**config.mk**
```make
export PLATFORM = sky130hd
export DESIGN_NAME = fp16_addsub_sequencer
export DESIGN_NICKNAME = d
export VERILOG_FILES = /design/src/rtl/fp16_addsub_sequencer_pkg.sv /design/src/rtl/fp16_addsub_sequencer_classify.sv /design/src/rtl/fp16_addsub_sequencer.sv
export SDC_FILE = /design/constraint.sdc
export NUM_CORES = 1
export LEC_CHECK = 0
export ABC_CLOCK_PERIOD_IN_PS = 5400
export BUFFER_PORTS_ARGS = -buffer_cell sky130_fd_sc_hd__buf_2
export CAP_MARGIN = 15
export CORE_ASPECT_RATIO = 0.8
export CORE_UTILIZATION = 41
export DETAILED_ROUTE_END_ITERATION = 10
export PLACE_DENSITY = 0.67
export SYNTH_ARGS = -nofsm -noshare
export SYNTH_HDL_FRONTEND = slang
export SYNTH_SLANG_ARGS = --single-unit
```
**constraint.sdc**
```tcl
create_clock -name clk -period 5.4 [get_ports clk]
set_clock_uncertainty 0.05 [all_clocks]
set_input_delay 1.08 -clock clk [delete_from_list [all_inputs] [get_ports clk]]
set_output_delay 1.08 -clock clk [all_outputs]
set_load 0.02 [all_outputs]
```
**src/rtl/fp16_addsub_sequencer_pkg.sv**
```systemverilog
`default_nettype none
// ============================================================================
// Module      : fp16_addsub_sequencer_pkg
// Description : Shared constants for the binary16 add/subtract sequencer:
//               field widths, special encodings and FSM state codes.
// Revision    : 1.0 - initial release
// ============================================================================
package fp16_addsub_sequencer_pkg;

    localparam int c_exp_w = 5;
    localparam int c_man_w = 10;

    localparam logic [15:0] c_fp16_qnan = 16'h7E00;
    // Magnitude only; the sign is prepended where it is used.
    localparam logic [14:0] c_fp16_inf  = 15'h7C00;

    localparam int c_st_w = 3;
    localparam logic [c_st_w-1:0] c_st_idle  = 3'd0;
    localparam logic [c_st_w-1:0] c_st_order = 3'd1;
    localparam logic [c_st_w-1:0] c_st_align = 3'd2;
    localparam logic [c_st_w-1:0] c_st_add   = 3'd3;
    localparam logic [c_st_w-1:0] c_st_norm  = 3'd4;
    localparam logic [c_st_w-1:0] c_st_pack  = 3'd5;
    localparam logic [c_st_w-1:0] c_st_done  = 3'd6;

endpackage
`default_nettype wire

```
**src/rtl/fp16_addsub_sequencer_classify.sv**
```systemverilog
`default_nettype none
// ============================================================================
// Module      : fp16_classify
// Description : Combinational classifier for one binary16 magnitude.
//               Denormals (exp==0) are reported as zero.
// Ports       : i_mag     - exponent and fraction fields (sign excluded)
//               o_is_nan  - exp all ones, fraction non-zero
//               o_is_inf  - exp all ones, fraction zero
//               o_is_zero - exp zero (zero or flushed denormal)
// Revision    : 1.0 - initial release
// ============================================================================
module fp16_classify
    import fp16_addsub_sequencer_pkg::*;
(
    input  logic [c_exp_w+c_man_w-1:0] i_mag,
    output logic                       o_is_nan,
    output logic                       o_is_inf,
    output logic                       o_is_zero
);

    logic [c_exp_w-1:0] w_exp;
    logic [c_man_w-1:0] w_frac;

    assign w_exp     = i_mag[c_exp_w+c_man_w-1:c_man_w];
    assign w_frac    = i_mag[c_man_w-1:0];
    assign o_is_nan  = (&w_exp) && (|w_frac);
    assign o_is_inf  = (&w_exp) && !(|w_frac);
    assign o_is_zero = !(|w_exp);

endmodule
`default_nettype wire

```
**src/rtl/fp16_addsub_sequencer.sv**
```systemverilog
`default_nettype none
// ============================================================================
// Module      : fp16_addsub_sequencer
// Description : Multi-cycle binary16 add/subtract. One operation at a time;
//               alignment and normalization shift one bit per cycle.
//               Truncating rounding, denormals flushed to zero.
// Ports       : clk, rst               - clock, synchronous active-high reset
//               in_valid/in_ready      - operand handshake (ready only in IDLE)
//               a, b, sub              - operands; sub=1 computes a-b
//               res_valid/res_ready    - result handshake
//               result                 - binary16 result, stable while valid
//               ovf, unf, inv          - overflow / underflow / invalid flags
// Revision    : 1.0 - initial release
// ============================================================================
module fp16_addsub_sequencer
    import fp16_addsub_sequencer_pkg::*;
#(
    parameter int EXP_W       = c_exp_w,
    parameter int MAN_W       = c_man_w,
    parameter int ALIGN_LIMIT = 12
) (
    input  logic                   clk,
    input  logic                   rst,
    input  logic                   in_valid,
    output logic                   in_ready,
    input  logic [EXP_W+MAN_W:0]   a,
    input  logic [EXP_W+MAN_W:0]   b,
    input  logic                   sub,
    output logic                   res_valid,
    input  logic                   res_ready,
    output logic [EXP_W+MAN_W:0]   result,
    output logic                   ovf,
    output logic                   unf,
    output logic                   inv
);

    localparam logic [EXP_W-1:0] c_align_limit = EXP_W'(ALIGN_LIMIT);

    logic [c_st_w-1:0]       r_state;
    logic [EXP_W+MAN_W:0]    r_a;
    logic [EXP_W+MAN_W:0]    r_b;
    logic [EXP_W+MAN_W:0]    r_result;
    // r_ml doubles as the 12-bit sum from ADD onward.
    logic [MAN_W+1:0]        r_ml;
    logic [MAN_W+1:0]        r_ms;
    logic [EXP_W-1:0]        r_exp;
    logic [EXP_W-1:0]        r_cnt;
    logic                    r_sign;
    logic                    r_sl;
    logic                    r_ss;
    logic                    r_ovf;
    logic                    r_unf;
    logic                    r_inv;
    logic                    r_in_ready;
    logic                    r_res_valid;

    logic                    w_a_nan, w_a_inf, w_a_zero;
    logic                    w_b_nan, w_b_inf, w_b_zero;
    logic                    w_sa, w_sb, w_a_is_l;
    logic [EXP_W-1:0]        w_ea, w_eb, w_diff;
    logic [MAN_W+1:0]        w_ma, w_mb;

    fp16_classify u_class_a (
        .i_mag     (r_a[EXP_W+MAN_W-1:0]),
        .o_is_nan  (w_a_nan),
        .o_is_inf  (w_a_inf),
        .o_is_zero (w_a_zero)
    );

    fp16_classify u_class_b (
        .i_mag     (r_b[EXP_W+MAN_W-1:0]),
        .o_is_nan  (w_b_nan),
        .o_is_inf  (w_b_inf),
        .o_is_zero (w_b_zero)
    );

    assign w_sa = r_a[EXP_W+MAN_W];
    assign w_sb = r_b[EXP_W+MAN_W];
    assign w_ea = r_a[EXP_W+MAN_W-1:MAN_W];
    assign w_eb = r_b[EXP_W+MAN_W-1:MAN_W];
    // Zeros (and flushed denormals) contribute a fully-zero mantissa.
    assign w_ma = w_a_zero ? '0 : {2'b01, r_a[MAN_W-1:0]};
    assign w_mb = w_b_zero ? '0 : {2'b01, r_b[MAN_W-1:0]};
    // Ties go to A so the exponent difference is never negative.
    assign w_a_is_l = (w_ea >= w_eb);
    assign w_diff   = w_a_is_l ? (w_ea - w_eb) : (w_eb - w_ea);

    always_ff @(posedge clk) begin
        if (rst) begin
            r_state     <= c_st_idle;
            r_a         <= '0;
            r_b         <= '0;
            r_result    <= '0;
            r_ml        <= '0;
            r_ms        <= '0;
            r_exp       <= '0;
            r_cnt       <= '0;
            r_sign      <= 1'b0;
            r_sl        <= 1'b0;
            r_ss        <= 1'b0;
            r_ovf       <= 1'b0;
            r_unf       <= 1'b0;
            r_inv       <= 1'b0;
            r_in_ready  <= 1'b1;
            r_res_valid <= 1'b0;
        end else begin
            case (r_state)
                c_st_idle: begin
                    if (in_valid && r_in_ready) begin
                        r_a        <= a;
                        r_b        <= b ^ {sub, {(EXP_W+MAN_W){1'b0}}};
                        r_ovf      <= 1'b0;
                        r_unf      <= 1'b0;
                        r_inv      <= 1'b0;
                        r_in_ready <= 1'b0;
                        r_state    <= c_st_order;
                    end
                end
                c_st_order: begin
                    if (w_a_nan || w_b_nan || (w_a_inf && w_b_inf && (w_sa != w_sb))) begin
                        r_result    <= c_fp16_qnan;
                        r_inv       <= 1'b1;
                        r_res_valid <= 1'b1;
                        r_state     <= c_st_done;
                    end else if (w_a_inf) begin
                        r_result    <= r_a;
                        r_res_valid <= 1'b1;
                        r_state     <= c_st_done;
                    end else if (w_b_inf) begin
                        r_result    <= r_b;
                        r_res_valid <= 1'b1;
                        r_state     <= c_st_done;
                    end else begin
                        r_ml  <= w_a_is_l ? w_ma : w_mb;
                        r_sl  <= w_a_is_l ? w_sa : w_sb;
                        r_ss  <= w_a_is_l ? w_sb : w_sa;
                        r_exp <= w_a_is_l ? w_ea : w_eb;
                        r_cnt <= w_diff;
                        if (w_diff >= c_align_limit) begin
                            // S would shift out entirely; skip the alignment walk.
                            r_ms    <= '0;
                            r_state <= c_st_add;
                        end else begin
                            r_ms    <= w_a_is_l ? w_mb : w_ma;
                            r_state <= (w_diff == '0) ? c_st_add : c_st_align;
                        end
                    end
                end
                c_st_align: begin
                    r_ms  <= r_ms >> 1;
                    r_cnt <= r_cnt - EXP_W'(1);
                    // Leave as the last shift is performed.
                    if (r_cnt == EXP_W'(1)) begin
                        r_state <= c_st_add;
                    end
                end
                c_st_add: begin
                    if (r_sl == r_ss) begin
                        r_ml   <= r_ml + r_ms;
                        r_sign <= r_sl;
                    end else if (r_ml >= r_ms) begin
                        r_ml   <= r_ml - r_ms;
                        r_sign <= r_sl;
                    end else begin
                        r_ml   <= r_ms - r_ml;
                        r_sign <= r_ss;
                    end
                    r_state <= c_st_norm;
                end
                c_st_norm: begin
                    if (r_ml == '0) begin
                        // Exact cancellation always yields +0.
                        r_sign  <= 1'b0;
                        r_exp   <= '0;
                        r_state <= c_st_pack;
                    end else if (r_ml[MAN_W+1]) begin
                        r_ml  <= r_ml >> 1;
                        r_exp <= r_exp + EXP_W'(1);
                    end else if (r_ml[MAN_W]) begin
                        r_state <= c_st_pack;
                    end else if (r_exp > EXP_W'(1)) begin
                        r_ml  <= r_ml << 1;
                        r_exp <= r_exp - EXP_W'(1);
                    end else begin
                        // Would need a denormal: flush to +0.
                        r_unf   <= 1'b1;
                        r_ml    <= '0;
                        r_sign  <= 1'b0;
                        r_exp   <= '0;
                        r_state <= c_st_pack;
                    end
                end
                c_st_pack: begin
                    if (&r_exp) begin
                        r_result <= {r_sign, c_fp16_inf};
                        r_ovf    <= 1'b1;
                    end else begin
                        r_result <= {r_sign, r_exp, r_ml[MAN_W-1:0]};
                    end
                    r_res_valid <= 1'b1;
                    r_state     <= c_st_done;
                end
                c_st_done: begin
                    if (res_ready) begin
                        r_res_valid <= 1'b0;
                        r_in_ready  <= 1'b1;
                        r_state     <= c_st_idle;
                    end
                end
                default: begin
                    r_res_valid <= 1'b0;
                    r_in_ready  <= 1'b1;
                    r_state     <= c_st_idle;
                end
            endcase
        end
    end

    assign in_ready  = r_in_ready;
    assign res_valid = r_res_valid;
    assign result    = r_result;
    assign ovf       = r_ovf;
    assign unf       = r_unf;
    assign inv       = r_inv;

endmodule
`default_nettype wire

```
After elaboration in Yosys (flattened, before gate mapping)
Cells that the tools add are included.
Widths: inputs -> output; s select.
{"block": "totals", "reg_bits": 93, "input_bits": 37, "out_inout_bits": 21}
{"block": "classes", "add_sub_neg": 8, "order_cmp": 4, "eq_ne": 28, "n_mux": 77, "bitwise_logic": 6, "n_reduce_logical": 45}
{"operator": "$mux 12", "count": 9}
{"operator": "$mux 11", "count": 8}
{"operator": "$mux 5", "count": 12}
{"operator": "$mux 16", "count": 3}
{"operator": "$pmux 12 s3", "count": 1}
{"operator": "$pmux 16 s2", "count": 1}
{"operator": "$mux 3", "count": 10}
{"operator": "$reduce_and 5->1", "count": 6}
{"operator": "$ne 2x2->1 const B", "count": 12}
{"operator": "$pmux 12 s2", "count": 1}
{"operator": "$sub 12x12->12", "count": 2}
{"operator": "$mux 1", "count": 22}
{"operator": "$pmux 3 s7", "count": 1}
{"operator": "$pmux 5 s2", "count": 2}
{"operator": "$reduce_or 10->1", "count": 2}
{"operator": "$xor 16x16->16", "count": 1}
{"operator": "$mux 15", "count": 1}
{"operator": "$reduce_or 5->1", "count": 3}
{"operator": "$reduce_bool 2->1", "count": 7}
{"operator": "$add 12x12->12", "count": 1}
{"operator": "$ge 12x12->1", "count": 1}
{"operator": "$logic_not 12->1", "count": 1}
{"operator": "$ne 3x3->1 const B", "count": 4}
{"operator": "$ne 4x4->1 const B", "count": 3}
{"operator": "other kinds (27)", "count": 54}

Depth between registers and ports, before layout
Gate-level depths: netlist of the first run.
{"block": "logic_depth", "word_depth": 9, "ltp_mapped": 14, "ltp_nobuf": 12}

By module
A second synthesis of the first run with hierarchy kept.
{"block": "unflattened", "cells_unflattened": 941, "hier_area_um2": 6855.3}
{"mod": "fp16_addsub_sequencer", "instances": 1, "cells_per_inst": 921, "area_per_inst_um2": 6745.2}
{"mod": "fp16_classify", "instances": 2, "cells_per_inst": 10, "area_per_inst_um2": 55.1}

Worst setup path after synthesis of the first run
No wires, ideal clock.
{"block": "synth_path", "path_type": "reg-to-reg", "from": "reg r_ml[1]", "to": "reg r_ml[11]", "setup_time_ns": 0.121, "t_arrival_ns": 2.569, "t_required_ns": 5.229, "slack_ns": 2.661, "path_stages_with_launch": 11, "synth_period_minus_slack_ns": 2.739, "path_cell_list": "dfxtp_1 > inv_1 > ha_1 > nand2b_1 > a221oi_1 > o41ai_1 > nor4_1 > a2111oi_0 > nand2_1 > nand2_1 > mux2_2"}
{"block": "synth_via", "elab_chain_len": 4, "elab_cells_between_ends": 10}
{"item": "start, declared", "line_no": "fp16_addsub_sequencer.sv:44", "source": "logic [MAN_W+1:0] r_ml;"}
{"item": "start signal, assigned", "line_no": "fp16_addsub_sequencer.sv:134", "source": "r_ml <= w_a_is_l ? w_ma : w_mb;"}
{"item": "start signal, assigned", "line_no": "fp16_addsub_sequencer.sv:159", "source": "r_ml <= r_ml + r_ms;"}
{"item": "start signal, assigned", "line_no": "fp16_addsub_sequencer.sv:162", "source": "r_ml <= r_ml - r_ms;"}
{"item": "$sub 12x12->12, or another cell as far along", "line_no": "fp16_addsub_sequencer.sv:165", "source": "r_ml <= r_ms - r_ml;"}
{"item": "$mux 12", "line_no": "fp16_addsub_sequencer.sv:161", "source": "end else if (r_ml >= r_ms) begin"}
{"item": "$mux 12", "line_no": "fp16_addsub_sequencer.sv:158", "source": "if (r_sl == r_ss) begin"}
{"item": "$pmux 12 s3", "line_no": "fp16_addsub_sequencer.sv:107", "source": "case (r_state)"}
Parallel ways exist; a longest one is shown, timed or not.
A chain may end at the register's enable or synchronous reset.

Worst setup path in the final report of the first run
{"block": "layout_path", "from": "reg r_ml[0]", "to": "reg r_ml[10]"}
The elaborated chain is that of the path after synthesis.

==> results.txt, run 1 <==
The worst setup path is captured at a register. Once layout is complete, the utilization of the core stands at 46.3%. From bottom edge to top edge, the die measures 116 µm. In the synthesized netlist the async set-or-reset flop fraction comes to 0%. The final max-slew violation count was 0. The post-route netlist has 10.5% of its cells at a drive strength greater than 1. The core area came out at 15800 µm². The period utilization works out to 67.2%. The class of the most critical setup path was reg2reg. For the area of the mapped netlist, the log shows 6660 µm². For this design the ratio of total power to cell area is 689 nW/µm². The detail-routed net length per standard cell works out to 17.4 µm. STA classifies the critical path startpoint as a register. 58 I/O pins were placed. TritonCTS built the clock tree. The wire length of the first global-routing pass was 32.1 mm.

The number of nets handed over by synthesis was 991. Post-CTS timing repair inserted 0 buffers for setup. The tools report the number of buffers created by CTS as 9. The clock slew seen by the registers of the worst setup and hold paths works out to 70 ps. Counting every instance in the synthesized netlist gives 901. The via count was 6602; the number of warnings reported in the yosys synthesis log was 0. At the worst endpoint, the arrival time is 3800 ps. The number of global-route vias before repair was 6017; the count of input and output buffers was 57.

In the routed layout, each cell is associated on average with a via count of 5.82. The layout-stage area growth over the synthesis result is 9.83%. The minimum hold slack came out at 444 ps. The first-pass detailed-route iteration total is 5. For this run, the top clock speed supported by timing is 276 MHz. After the last flow step, the layout net total stands at 1005. The final number of setup-violating endpoints came out at 0. Summed over all layers, the routed wires come to 19.7 mm.

The repair_antennas step left the layout with diodes totalling 0. The tools report the detailed-placement wirelength estimate as 14.3 mm. Row generation in the floorplan step produced 41 rows.

Setup repair after global routing left no endpoint under its margin. The path category of the worst min-delay check was reg2reg. For the maximum number of pins on one net before global-route repair, the log shows 48.

Dominant register cell in the synthesized netlist: sky130_fd_sc_hd__dfxtp_1. Maximum clock insertion buffer count: 2. The first routing iteration left 601 violations. The worst voltage drop across the vdd grid came out at 424 µV.

In the routed design, unresolved DRC markers number 0. Along the worst path, the maximum fanout reaches 18. The number of endpoints with negative hold slack in the final report was 0. The netlist uses 76 different library cells.

The initial antenna violation count came out at 0. The logs give 360 ps for the clock network latency to the later pin of the worst-skew pair and 0 for the sum of overflow across all layers after global routing. Routability-driven placement finished with a final weighted congestion of 0.951. Counting flops and latches in the post-synthesis netlist gives 92. The floorplan step defined a die boundary enclosing 16800 µm². The logs give 24.8% for the aggregate global-route resource usage and 0 for the hold buffer count at CTS. The tools report the CTS H-tree depth as 3. In this run, post-CTS repair resized a total of 0 instances. The required time at the worst-slack endpoint is 5570 ps, and the slew of the pin with the lowest slew margin is 1020 ps. Measured along the x axis, the die boundary spans 144 µm. The sink count of the clock tree is 92, and the worst-case headroom to the max-slew limit is 29.9%.

The finished cells cover 7310 µm². The effective utilization at floorplan came out at 42.2%. The final sum of negative setup slack is 0 ps. For the finished layout, the period the worst path requires is 3630 ps. The post-detailed-placement cell area was 7020 µm²; the number of maximum-capacitance violations was 0. After synthesis, flip-flops and latches occupy 27.7% of the total area. Clock root buffer: sky130_fd_sc_hd__clkbuf_16. Number of synthesized flops with an enable pin: 0. The average instance in the mapped netlist occupies 7.39 µm². In this run the static leakage power is 2.86 nW.

Number of routed nets with antenna violations: 0. The flow ran to the end, and the final reports show no timing, DRC or antenna violations.
-- worst max-delay path: stages (launching register included) --
cell and delay [ps]:
sky130_fd_sc_hd__dfxtp_1 380, sky130_fd_sc_hd__inv_1 80, sky130_fd_sc_hd__ha_1 180, sky130_fd_sc_hd__inv_1 60, sky130_fd_sc_hd__fa_1 400, sky130_fd_sc_hd__a211oi_1 400
sky130_fd_sc_hd__o21a_1 220, sky130_fd_sc_hd__o221a_1 760, sky130_fd_sc_hd__inv_1 170, sky130_fd_sc_hd__a2111oi_0 390, sky130_fd_sc_hd__a21oi_1 110, sky130_fd_sc_hd__xnor2_1 160
sky130_fd_sc_hd__o221ai_1 120
-- synthesized netlist by cell type, types with 3 or more instances --
library cell	instances	area share [%]
sky130_fd_sc_hd__ha_1	48	9.0
sky130_fd_sc_hd__a22oi_1	20	2.3
sky130_fd_sc_hd__mux2i_1	9	1.4
sky130_fd_sc_hd__dfxtp_1	92	28
sky130_fd_sc_hd__o31ai_1	3	0.34
sky130_fd_sc_hd__nor4_1	6	0.56
sky130_fd_sc_hd__xor2_1	9	1.2
sky130_fd_sc_hd__a211oi_1	10	1.1
sky130_fd_sc_hd__o21ai_1	3	0.23
sky130_fd_sc_hd__nor3b_1	6	0.68
sky130_fd_sc_hd__and3_1	12	1.1
sky130_fd_sc_hd__nor2b_1	12	1.1
sky130_fd_sc_hd__a21o_1	5	0.56
sky130_fd_sc_hd__buf_2	10	0.75
sky130_fd_sc_hd__clkbuf_1	43	2.4
sky130_fd_sc_hd__nor3_1	30	2.3
sky130_fd_sc_hd__inv_1	54	3.0
sky130_fd_sc_hd__o21a_1	9	1.0
sky130_fd_sc_hd__a2111oi_0	4	0.53
sky130_fd_sc_hd__o22ai_1	7	0.66
sky130_fd_sc_hd__nand2b_1	9	0.85
sky130_fd_sc_hd__o41ai_1	5	0.66
sky130_fd_sc_hd__o31a_1	5	0.66
sky130_fd_sc_hd__o211ai_1	4	0.45
sky130_fd_sc_hd__a31oi_1	11	1.0
sky130_fd_sc_hd__nor2_1	104	5.9
sky130_fd_sc_hd__o2bb2ai_1	10	1.3
sky130_fd_sc_hd__nand2_1	97	5.5
sky130_fd_sc_hd__buf_4	3	0.34
sky130_fd_sc_hd__o21ai_0	32	2.4
sky130_fd_sc_hd__fa_1	5	1.5
sky130_fd_sc_hd__o21bai_1	5	0.56
sky130_fd_sc_hd__or4_1	4	0.45
sky130_fd_sc_hd__a21oi_1	104	7.8
sky130_fd_sc_hd__nand3_1	39	2.9
sky130_fd_sc_hd__xnor2_1	10	1.3
sky130_fd_sc_hd__o221ai_1	11	1.4
-- logic make-up (layout without fill, tap and decap cells) --
logic type / Yosys count / in the layout / synth area share, %
multiplexers: 11 / 11 / 1.75
buffers and inverters: 114 / 133 / 7.01
AO/OA/AOI/OAI: 271 / 271 / 26.4
adder cells (fa/ha/maj): 53 / 53 / 10.5
flip-flops: 92 / 92 / 27.7
AND/OR/NAND/NOR: 341 / 341 / 24.2
XOR/XNOR: 19 / 19 / 2.50
-- flip-flops by register name (all words and copies together) (netlist names) --
name       count
inv            1
r_a           16
r_state        3
res_valid      1
result        16
in_ready       1
unf            1
r_exp          5
r_b           16
r_ml          12
r_cnt          5
ovf            1
r_sign         1
r_sl           1
r_ms          11
r_ss           1
-- layout by cell type (no fill, tap or decap), types with 7 or more instances in the layout --
cell type / count
sky130_fd_sc_hd__o22ai_1: 7
sky130_fd_sc_hd__and3_1: 12
sky130_fd_sc_hd__a21oi_1: 104
sky130_fd_sc_hd__inv_1: 54
sky130_fd_sc_hd__xor2_1: 8
sky130_fd_sc_hd__nand2_1: 97
sky130_fd_sc_hd__o2bb2ai_1: 10
sky130_fd_sc_hd__a31oi_1: 10
sky130_fd_sc_hd__a22oi_1: 20
sky130_fd_sc_hd__nor3_1: 30
sky130_fd_sc_hd__mux2i_1: 9
sky130_fd_sc_hd__xnor2_1: 10
sky130_fd_sc_hd__nand2b_1: 9
sky130_fd_sc_hd__o221ai_1: 11
sky130_fd_sc_hd__ha_1: 48
sky130_fd_sc_hd__nand3_1: 39
sky130_fd_sc_hd__nor2_1: 104
sky130_fd_sc_hd__o21a_1: 9
sky130_fd_sc_hd__a211oi_1: 10
sky130_fd_sc_hd__dfxtp_1: 92
sky130_fd_sc_hd__nor2b_1: 12
sky130_fd_sc_hd__o21ai_0: 32
sky130_fd_sc_hd__buf_2: 57
sky130_fd_sc_hd__clkbuf_16: 9
-- final cells by class --
type	instances	area (µm²)
repair buffers	63	330
flip-flops and latches	92	1840
well taps	215	269
inverters	54	203
clock inverters	5	43.8
clock buffers	11	253
fillers	1639	8490
multi-input cells	695	4370
-- per-stage QoR --
stage,power (mW),cells,worst slack (ps)
2_1_floorplan,3.61,901,2660
3_3_place_gp,4.30,1119,1970
3_5_place_dp,4.30,1119,1890
4_1_cts,4.97,1135,1850
5_1_grt,5.43,1135,1430
6_report,5.04,1135,1770
-- final timing paths --
kind,startpoint,end,slack [ps],depth (start not counted)
setup reg to reg,r_ml[0],r_ml[10],1770,12
hold / removal,r_a[10],r_a[10],440,2
hold reg to reg,r_a[10],r_a[10],440,2
setup / recovery,r_ml[0],r_ml[10],1770,12
-- where the power goes --
| group | total [mW] | switching [mW] | leakage (nW) | internal (mW) |
|---|---|---|---|---|
| logic | 3.25 | 2.03 | 1.97 | 1.22 |
| clock network | 0.646 | 0.302 | 0.140 | 0.344 |
| registers | 1.14 | 0.288 | 0.750 | 0.849 |
-- layer usage --
layer,part of all wire (%),global-route usage [%],up-vias,wire length [µm]
met5,0,0,-,0
met1,47,35.2,3100,9360
met3,6.7,4.26,38,1320
met4,2.5,8.70,0,495
met2,43,37.7,233,8570
li1,-,-,3231,-
Power figures use the tool's default switching activity.
==> inputs of run 2 (changes only) <==
--- a/config.mk
+++ b/config.mk
@@ -5,7 +5,8 @@
 export SDC_FILE = /design/constraint.sdc
 export NUM_CORES = 1
 export LEC_CHECK = 0
-export ABC_CLOCK_PERIOD_IN_PS = 5400
+export ABC_AREA = 1
+export ABC_CLOCK_PERIOD_IN_PS = 3600
 export BUFFER_PORTS_ARGS = -buffer_cell sky130_fd_sc_hd__buf_2
 export CAP_MARGIN = 15
 export CORE_ASPECT_RATIO = 0.8
==> constraint.sdc (replaced) <==
create_clock -name clk -period 3.6 [get_ports clk]
set_clock_uncertainty 0.05 [all_clocks]
set_input_delay 0.72 -clock clk [delete_from_list [all_inputs] [get_ports clk]]
set_output_delay 0.72 -clock clk [all_outputs]
set_load 0.02 [all_outputs]
==> results.txt, run 2 <==
The flow ran to the end, and the final reports show no timing, DRC or antenna violations. The HPWL after detailed placement is 17.9 mm. Synthesis produced 1201 cells. Compared with the post-synthesis result, the final layout area differs by 9.00%. The required time at the worst-slack endpoint is 3770 ps. For the sink count of the clock tree, the log shows 92.

The initialized floorplan defines 43 standard-cell rows. Summing the areas of all compound-gate instances in the mapped netlist gives 18.9% of the synthesized area. The shortest period the worst path allows was 3150 ps. Setup repair after global routing left no endpoint under its margin. The floorplan die height is 123 µm. The tool flagged a number of max-cap violations equal to 0. The number of diodes is 0, and the data arrival time at the worst-slack endpoint is 3320 ps. The signal on the critical path passes through inv_1, ha_1, inv_1, fa_1, inv_1, nor2_1, nor2_1, nand2_1, nand2_1, nand3_1, o21ai_0, o21bai_1, a21oi_1. The count of input and output buffers is 57. The largest single stage delay on the critical path is 450 ps. For the effective utilization at floorplan, the log shows 42.5%.

In this run the critical register-to-register path is launched from r_ml[0]. Of the cells placed in the final design, the portion with a size suffix greater than 1 is 9.60%. Of all flip-flops after synthesis, the portion carrying an async set or reset was 0%. The aggregate global-route resource usage came out at 25.0%. By area, the combinational part of the netlist is dominated by simple AND/OR/NAND/NOR gates. Area fraction in and, or, nand and nor cells after synthesis: 32.5%. STA classifies the critical path startpoint as a register. The clock passes through at most 2 buffers. TritonCTS built the clock tree.

The synthesized net count is 1291, and the area of the die is 18700 µm². Clock-pin slew was measured on the worst setup and hold paths at 70 ps. Slew of the pin with the lowest slew margin: 906 ps. By count the netlist is led by sky130_fd_sc_hd__nand2_1 (324), sky130_fd_sc_hd__inv_1 (159), sky130_fd_sc_hd__a21oi_1 (123). The via count is 7851, and the number of different library cells in the post-synthesis netlist is 47. After detailed routing, the average wire length per cell comes to 15.7 µm. After synthesis the netlist holds a flip-flop and latch count of 92.

The synthesized design devotes to its leading area cell type 24.7% of total area. In this run the most critical hold path is launched from result[8]. Gates resized during post-CTS repair numbered 0. For the number of nets in the layout, the log shows 1324. The core region is 17500 µm². The worst-case headroom to the max-slew limit is 39.6%, and the storage element area is 1840 µm². Dominant register cell in the synthesized netlist: sky130_fd_sc_hd__dfxtp_1. The endpoint kind of the worst setup timing path was a register. The path category of the worst min-delay check is reg2reg. In this run the mean area of a mapped cell was 6.20 µm². The tools report the number of global-route vias before repair as 6801. In this run, CTS created clock tree buffers numbering 9. The CTS H-tree depth was 3.

The startpoint of the worst setup timing path is r_ml[0]. Number of buffers inserted to repair setup after CTS: 0. The most frequently used cell type in the post-synthesis netlist is sky130_fd_sc_hd__nand2_1. The die boundary width is 153 µm.

In this run, synthesis inferred 0 flip-flops with an integrated enable. The final sum of negative setup slack was 0 ps. Cell with the largest stage delay on the worst path: sky130_fd_sc_hd__fa_1. Setup violations remaining at the end of the flow were counted as 0. Sequential cells were found to cover 24.7% of the synthesized design area. The final max-slew violation count came out at 0. The first routing iteration left 964 violations.

The library cells used most frequently in the layout, excluding fill and tap cells, are sky130_fd_sc_hd__nand2_1 (324), sky130_fd_sc_hd__inv_1 (159), sky130_fd_sc_hd__a21oi_1 (123), sky130_fd_sc_hd__nor2_1 (102), sky130_fd_sc_hd__o21ai_0 (97). After global routing the overflow that remains totals 0. Yosys printed 0 warnings. The area of combinational cells with multiple inputs was 4720 µm². Class of the most critical setup path: reg2reg. The initial antenna violation count is 0, and the total of fill cells in the finished design is 1828. The period utilization is 87.6%. The number of hold buffers added after CTS was 0. The commonest non-fill, non-tap cell in the layout is sky130_fd_sc_hd__nand2_1. For this run, the top clock speed supported by timing is 317 MHz. Routability-driven placement finished with a final weighted congestion of 0.933. The run gives 36.6 mm as the wire length of the first global-routing pass. The count of nets left with antenna violations once routing finished came out at 0. In this run the cell area of the synthesized design comes to 7450 µm². The xor and xnor fraction of the mapped netlist area works out to 2.59%. In this run the count of I/O pins placed on the die edge is 58. The cell sitting at the root of the clock tree is a sky130_fd_sc_hd__clkbuf_16.

Of all nets on the critical path, the largest fanout is 13. Of the total synthesized cell area, the portion taken by full adders, half adders and majority gates is 9.41%. The first-pass detailed-route iteration total was 7.

In the synthesized netlist, mux cells make up 0% of the area. Most frequent cell on the critical path: sky130_fd_sc_hd__inv_1. In the routed layout, each cell is associated on average with a via count of 5.36. The later pin in the worst-skew pair is clocked with a latency of 350 ps.

After detailed routing, the number of remaining DRC violations is 0. Wires add up to 23.0 mm. Post-synthesis cell type with the largest combined area: sky130_fd_sc_hd__dfxtp_1.

Entering global routing, the biggest net connects 68 pins. Yosys attributes the largest share of cell area to sky130_fd_sc_hd__dfxtp_1 (25%), sky130_fd_sc_hd__nand2_1 (16%), sky130_fd_sc_hd__a21oi_1 (8.3%), sky130_fd_sc_hd__ha_1 (8.1%), sky130_fd_sc_hd__inv_1 (8.0%). The number of endpoints with negative hold slack in the final report came out at 0. Slack of the worst reg-to-reg path: 450 ps.
[run 2: changes by cell type in the layout (fill, tap and decap cells not counted), sizes merged, moves of 21 or more]
cell / delta
inv: +113
o21ai: +72
a21oi: +21
nor3: -24
nand3: +40
nand2: +235
[run 2: per-layer routing]
| layer | vias up | track usage [%] | wire (µm) |
|---|---|---|---|
| met2 | 338 | 35.6 | 9040 |
| met3 | 21 | 5.90 | 2210 |
| li1 | 3929 | - | - |
| met5 | - | 0 | 0 |
| met1 | 3563 | 37.8 | 11500 |
| met4 | 0 | 4.36 | 197 |
[run 2: logic make-up (layout without fill, tap and decap cells)]
logic type / after synthesis / after routing
XOR/XNOR: 22 / 22
AO/OA/AOI/OAI: 264 / 264
buffers and inverters: 214 / 252
adder cells (fa/ha/maj): 53 / 53
AND/OR/NAND/NOR: 556 / 556
flip-flops: 92 / 92
[run 2: worst paths after layout]
path | to | depth (start not counted)
setup / recovery | r_sign | 13
hold / removal | result[8] | 2
setup reg to reg | r_sign | 13
hold reg to reg | result[8] | 2
[run 2: stage by stage]
step                hold WS [ps]  util, %  instances  area (µm²)  setup slack, ps
floorplan                    390        -       1201        7450             1420
global route                 431     46.3       1464        8120              242
finish                       416     46.3       1464        8120              446
CTS                          417     46.3       1464        8120              567
detailed placement           401     44.7       1448        7840              573
global placement             398     44.7       1448        7840              627
[run 2: layout make-up]
| type | instances | area share [%] |
|---|---|---|
| flip-flops and latches | 92 | 22.7 |
| clock buffers | 10 | 2.82 |
| well taps | 225 | 3.47 |
| repair buffers | 67 | 4.44 |
| multi-input cells | 895 | 58.2 |
| clock inverters | 6 | 0.616 |
| inverters | 169 | 7.81 |
[run 2: worst max-delay path, delay by kind of cell (launching register included)]
| kind | cells | cell delay [ps] |
|---|---|---|
| and+or+nand+nor | 5 | 920 |
| AOI/OAI and AO/OA | 3 | 700 |
| buffers and inverters | 3 | 310 |
| adders and majority gates | 2 | 620 |
| DFF | 1 | 410 |
Power of run 2 is not shown: default switching activity piles up to over one toggle a cycle in this logic, so the estimate is an artifact.
==> inputs of run 3 (changes only) <==
--- a/config.mk
+++ b/config.mk
@@ -5,7 +5,6 @@
 export SDC_FILE = /design/constraint.sdc
 export NUM_CORES = 1
 export LEC_CHECK = 0
-export ABC_AREA = 1
 export ABC_CLOCK_PERIOD_IN_PS = 3600
 export BUFFER_PORTS_ARGS = -buffer_cell sky130_fd_sc_hd__buf_2
 export CAP_MARGIN = 15
==> results.txt, run 3 (synthesis results as in run 1) <==
For the routed wire length, the log shows 20.0 mm. Once the floorplan was initialized, standard cells occupied 42.2% of the core. The maximum clock insertion buffer count was 2; the shortest period the worst path allows was 3280 ps. The pre-antenna-repair detailed-routing pass consisted of 5 iterations. In this run, flip-flops and latches consume 20.9% of the power. The tools report the source of the worst hold timing path as r_b[1].

Setup violations remaining at the end of the flow were counted as 0. Core area: 15800 µm². The placement row count is 41, and the detailed-route vias per instance is 5.79. The worst register-to-register path begins at r_ml[1]. In this run the worst path has a maximum fanout of 10.

The number of endpoints with negative hold slack in the final report was 0; the clock network power share was 12.8%. The layout-stage area growth over the synthesis result was 12.6%. The number of global-route vias before repair is 6073, and the met2 usage in global routing is 38.2%.

The clock slew seen by the registers of the worst setup and hold paths is 70 ps. Cell internal power was estimated by the tool at 3.90 mW. The hold buffer count at CTS came out at 0. The count of input and output buffers works out to 57. The final sum of negative setup slack came out at 0 ps. CTS H-tree depth: 3. The tools report the sink count of the clock tree as 92. VDD sags by at most 505 µV. The final max-slew violation count came out at 0. The number of buffers inserted to repair setup after CTS came out at 0. The total of fill cells in the finished design was 1657; the clock network latency to the later pin of the worst-skew pair was 350 ps. The initial antenna violation count is 0, and the routability congestion estimate from global placement is 0.905. The die boundary width was 144 µm; the minimum hold slack was 433 ps. In this run, the number of DRC markers left after iteration 0 of detailed routing was 699. The worst setup path is captured at a register. The run gives 320 ps as the slack of the worst reg-to-reg path. The tree is rooted in a sky130_fd_sc_hd__clkbuf_16. Reg-to-reg critical path endpoint: r_ml[11]. The total power per unit cell area was 1050 nW/µm². The cell depth of the worst flop-to-flop path is 11. For this block, the via count after detailed routing is 6700.

Setup repair after global routing left no endpoint under its margin. The run gives 0 as the number of diodes. The run finished with clean final reports.

Class of the most critical setup path: reg2reg. Number of routed nets with antenna violations: 0. Leaving out fill and tap cells, the most frequent cells in the layout are sky130_fd_sc_hd__a21oi_1 (104), sky130_fd_sc_hd__nor2_1 (104), sky130_fd_sc_hd__nand2_1 (97), sky130_fd_sc_hd__dfxtp_1 (92), sky130_fd_sc_hd__buf_2 (57). Entering global routing, the biggest net connects 63 pins. Global routing finished with a remaining overflow of 0.

The tools report the area of the die as 16800 µm². The first global-routing pass estimated 32.1 mm of wire. For this design the total switching power over the nets is 3.94 mW. For the pin with the worst max-slew slack, the measured transition is 1050 ps. The run gives 1029 as the number of nets in the layout.

After detailed routing, the average wire length per cell comes to 17.3 µm. The number of cells on the worst hold path works out to 2. In this run the worst hold path is classified as reg2reg. The global routing's busiest layer was met2. The floorplan die height is 116 µm, and the worst-case headroom to the max-slew limit is 29.7%. Detailed placement ended at an HPWL of 15.0 mm.

Measured on the finished design, the core utilization comes to 47.5%. The switching power as a share of total power works out to 50.3%. The routing usage on met3 came out at 4.46%. Required time at the worst-slack endpoint: 3800 ps. Pin placement for this block handled 58 I/O pins. The area of all placed cells without fillers came out at 7500 µm².

The aggregate global-route resource usage was 24.9%; the leakage power was 2.98 nW. The tools report the number of maximum-capacitance violations as 0. STA classifies the critical path startpoint as a register. STA puts the critical path data arrival time at 3480 ps.

Dividing the final minimum period by the clock period gives 91.1%. In this run the cell area measured after placement is 7190 µm². TritonCTS built the clock tree.

Cells with a size suffix above 1 make up 12.7% of the layout. The tools report the met1 usage in global routing as 34.6%. The endpoint with the worst hold slack was r_b[1]. For this run, the top clock speed supported by timing is 305 MHz. Number of buffers created by CTS: 9. Combinational cells account for 66.3% of the total power. The count of unresolved DRC violations after routing was 0.
[run 3: how the worst max path moves through the flow]
stage / startpoint / to / depth (start not counted)
3_5_place_dp: r_ml[9] / r_ml[10] / 10
5_1_grt: r_ml[1] / r_ml[11] / 11
6_report: r_ml[1] / r_ml[11] / 11
2_1_floorplan: r_ml[1] / r_ml[11] / 10
4_1_cts: r_ml[9] / r_ml[10] / 10
3_3_place_gp: r_ml[9] / r_ml[10] / 10
[run 3: power by group through the flow]
| stage | Sequential [mW] | Combinational (mW) | Clock (mW) |
|---|---|---|---|
| floorplan | 1.59 | 3.83 | 0 |
| global placement | 1.65 | 5.06 | 0 |
| detailed placement | 1.65 | 5.04 | 0 |
| CTS | 1.63 | 5.10 | 1.03 |
| global route | 1.68 | 5.69 | 1.06 |
| finish | 1.64 | 5.20 | 1.00 |
[run 3: final cells by class]
class                   instances  area, µm²  area share (%)
clock inverters                 3       45.0           0.600
well taps                     215        269            3.59
inverters                      54        203            2.70
repair buffers                 87        510            6.80
multi-input cells             695       4370            58.2
flip-flops and latches         92       1840            24.5
clock buffers                  12        267            3.55
[run 3: worst max-delay path: stages, from the launching register on]
cell	delay, ps
sky130_fd_sc_hd__dfxtp_1	620
sky130_fd_sc_hd__inv_1	160
sky130_fd_sc_hd__ha_1	380
sky130_fd_sc_hd__nand2b_1	150
sky130_fd_sc_hd__a221oi_1	110
sky130_fd_sc_hd__o41ai_1	570
sky130_fd_sc_hd__nor4_1	90
sky130_fd_sc_hd__a2111oi_0	420
sky130_fd_sc_hd__buf_4	200
sky130_fd_sc_hd__nand2_1	50
sky130_fd_sc_hd__nand2_1	60
sky130_fd_sc_hd__mux2_2	320
[run 3: timing repair]
action / in CTS / in global routing
resized for setup: 0 / 1
setup endpoints to repair: 0 / 1
endpoints found under the hold margin: 0 / 0
[run 3: layer usage]
layer  wire length [µm]  share of wire (%)
met2               8800                 44
met5                  0                  0
met3               1290                6.5
met4                537                2.7
met1               9390                 47
[run 3: per-stage QoR]
| step | std cells | power [mW] | worst slack [ps] |
|---|---|---|---|
| 4_1_cts | 1158 | 7.75 | 302 |
| 2_1_floorplan | 901 | 5.41 | 861 |
| 3_3_place_gp | 1143 | 6.71 | 371 |
| 5_1_grt | 1158 | 8.43 | 119 |
| 6_report | 1158 | 7.84 | 319 |
| 3_5_place_dp | 1143 | 6.70 | 341 |
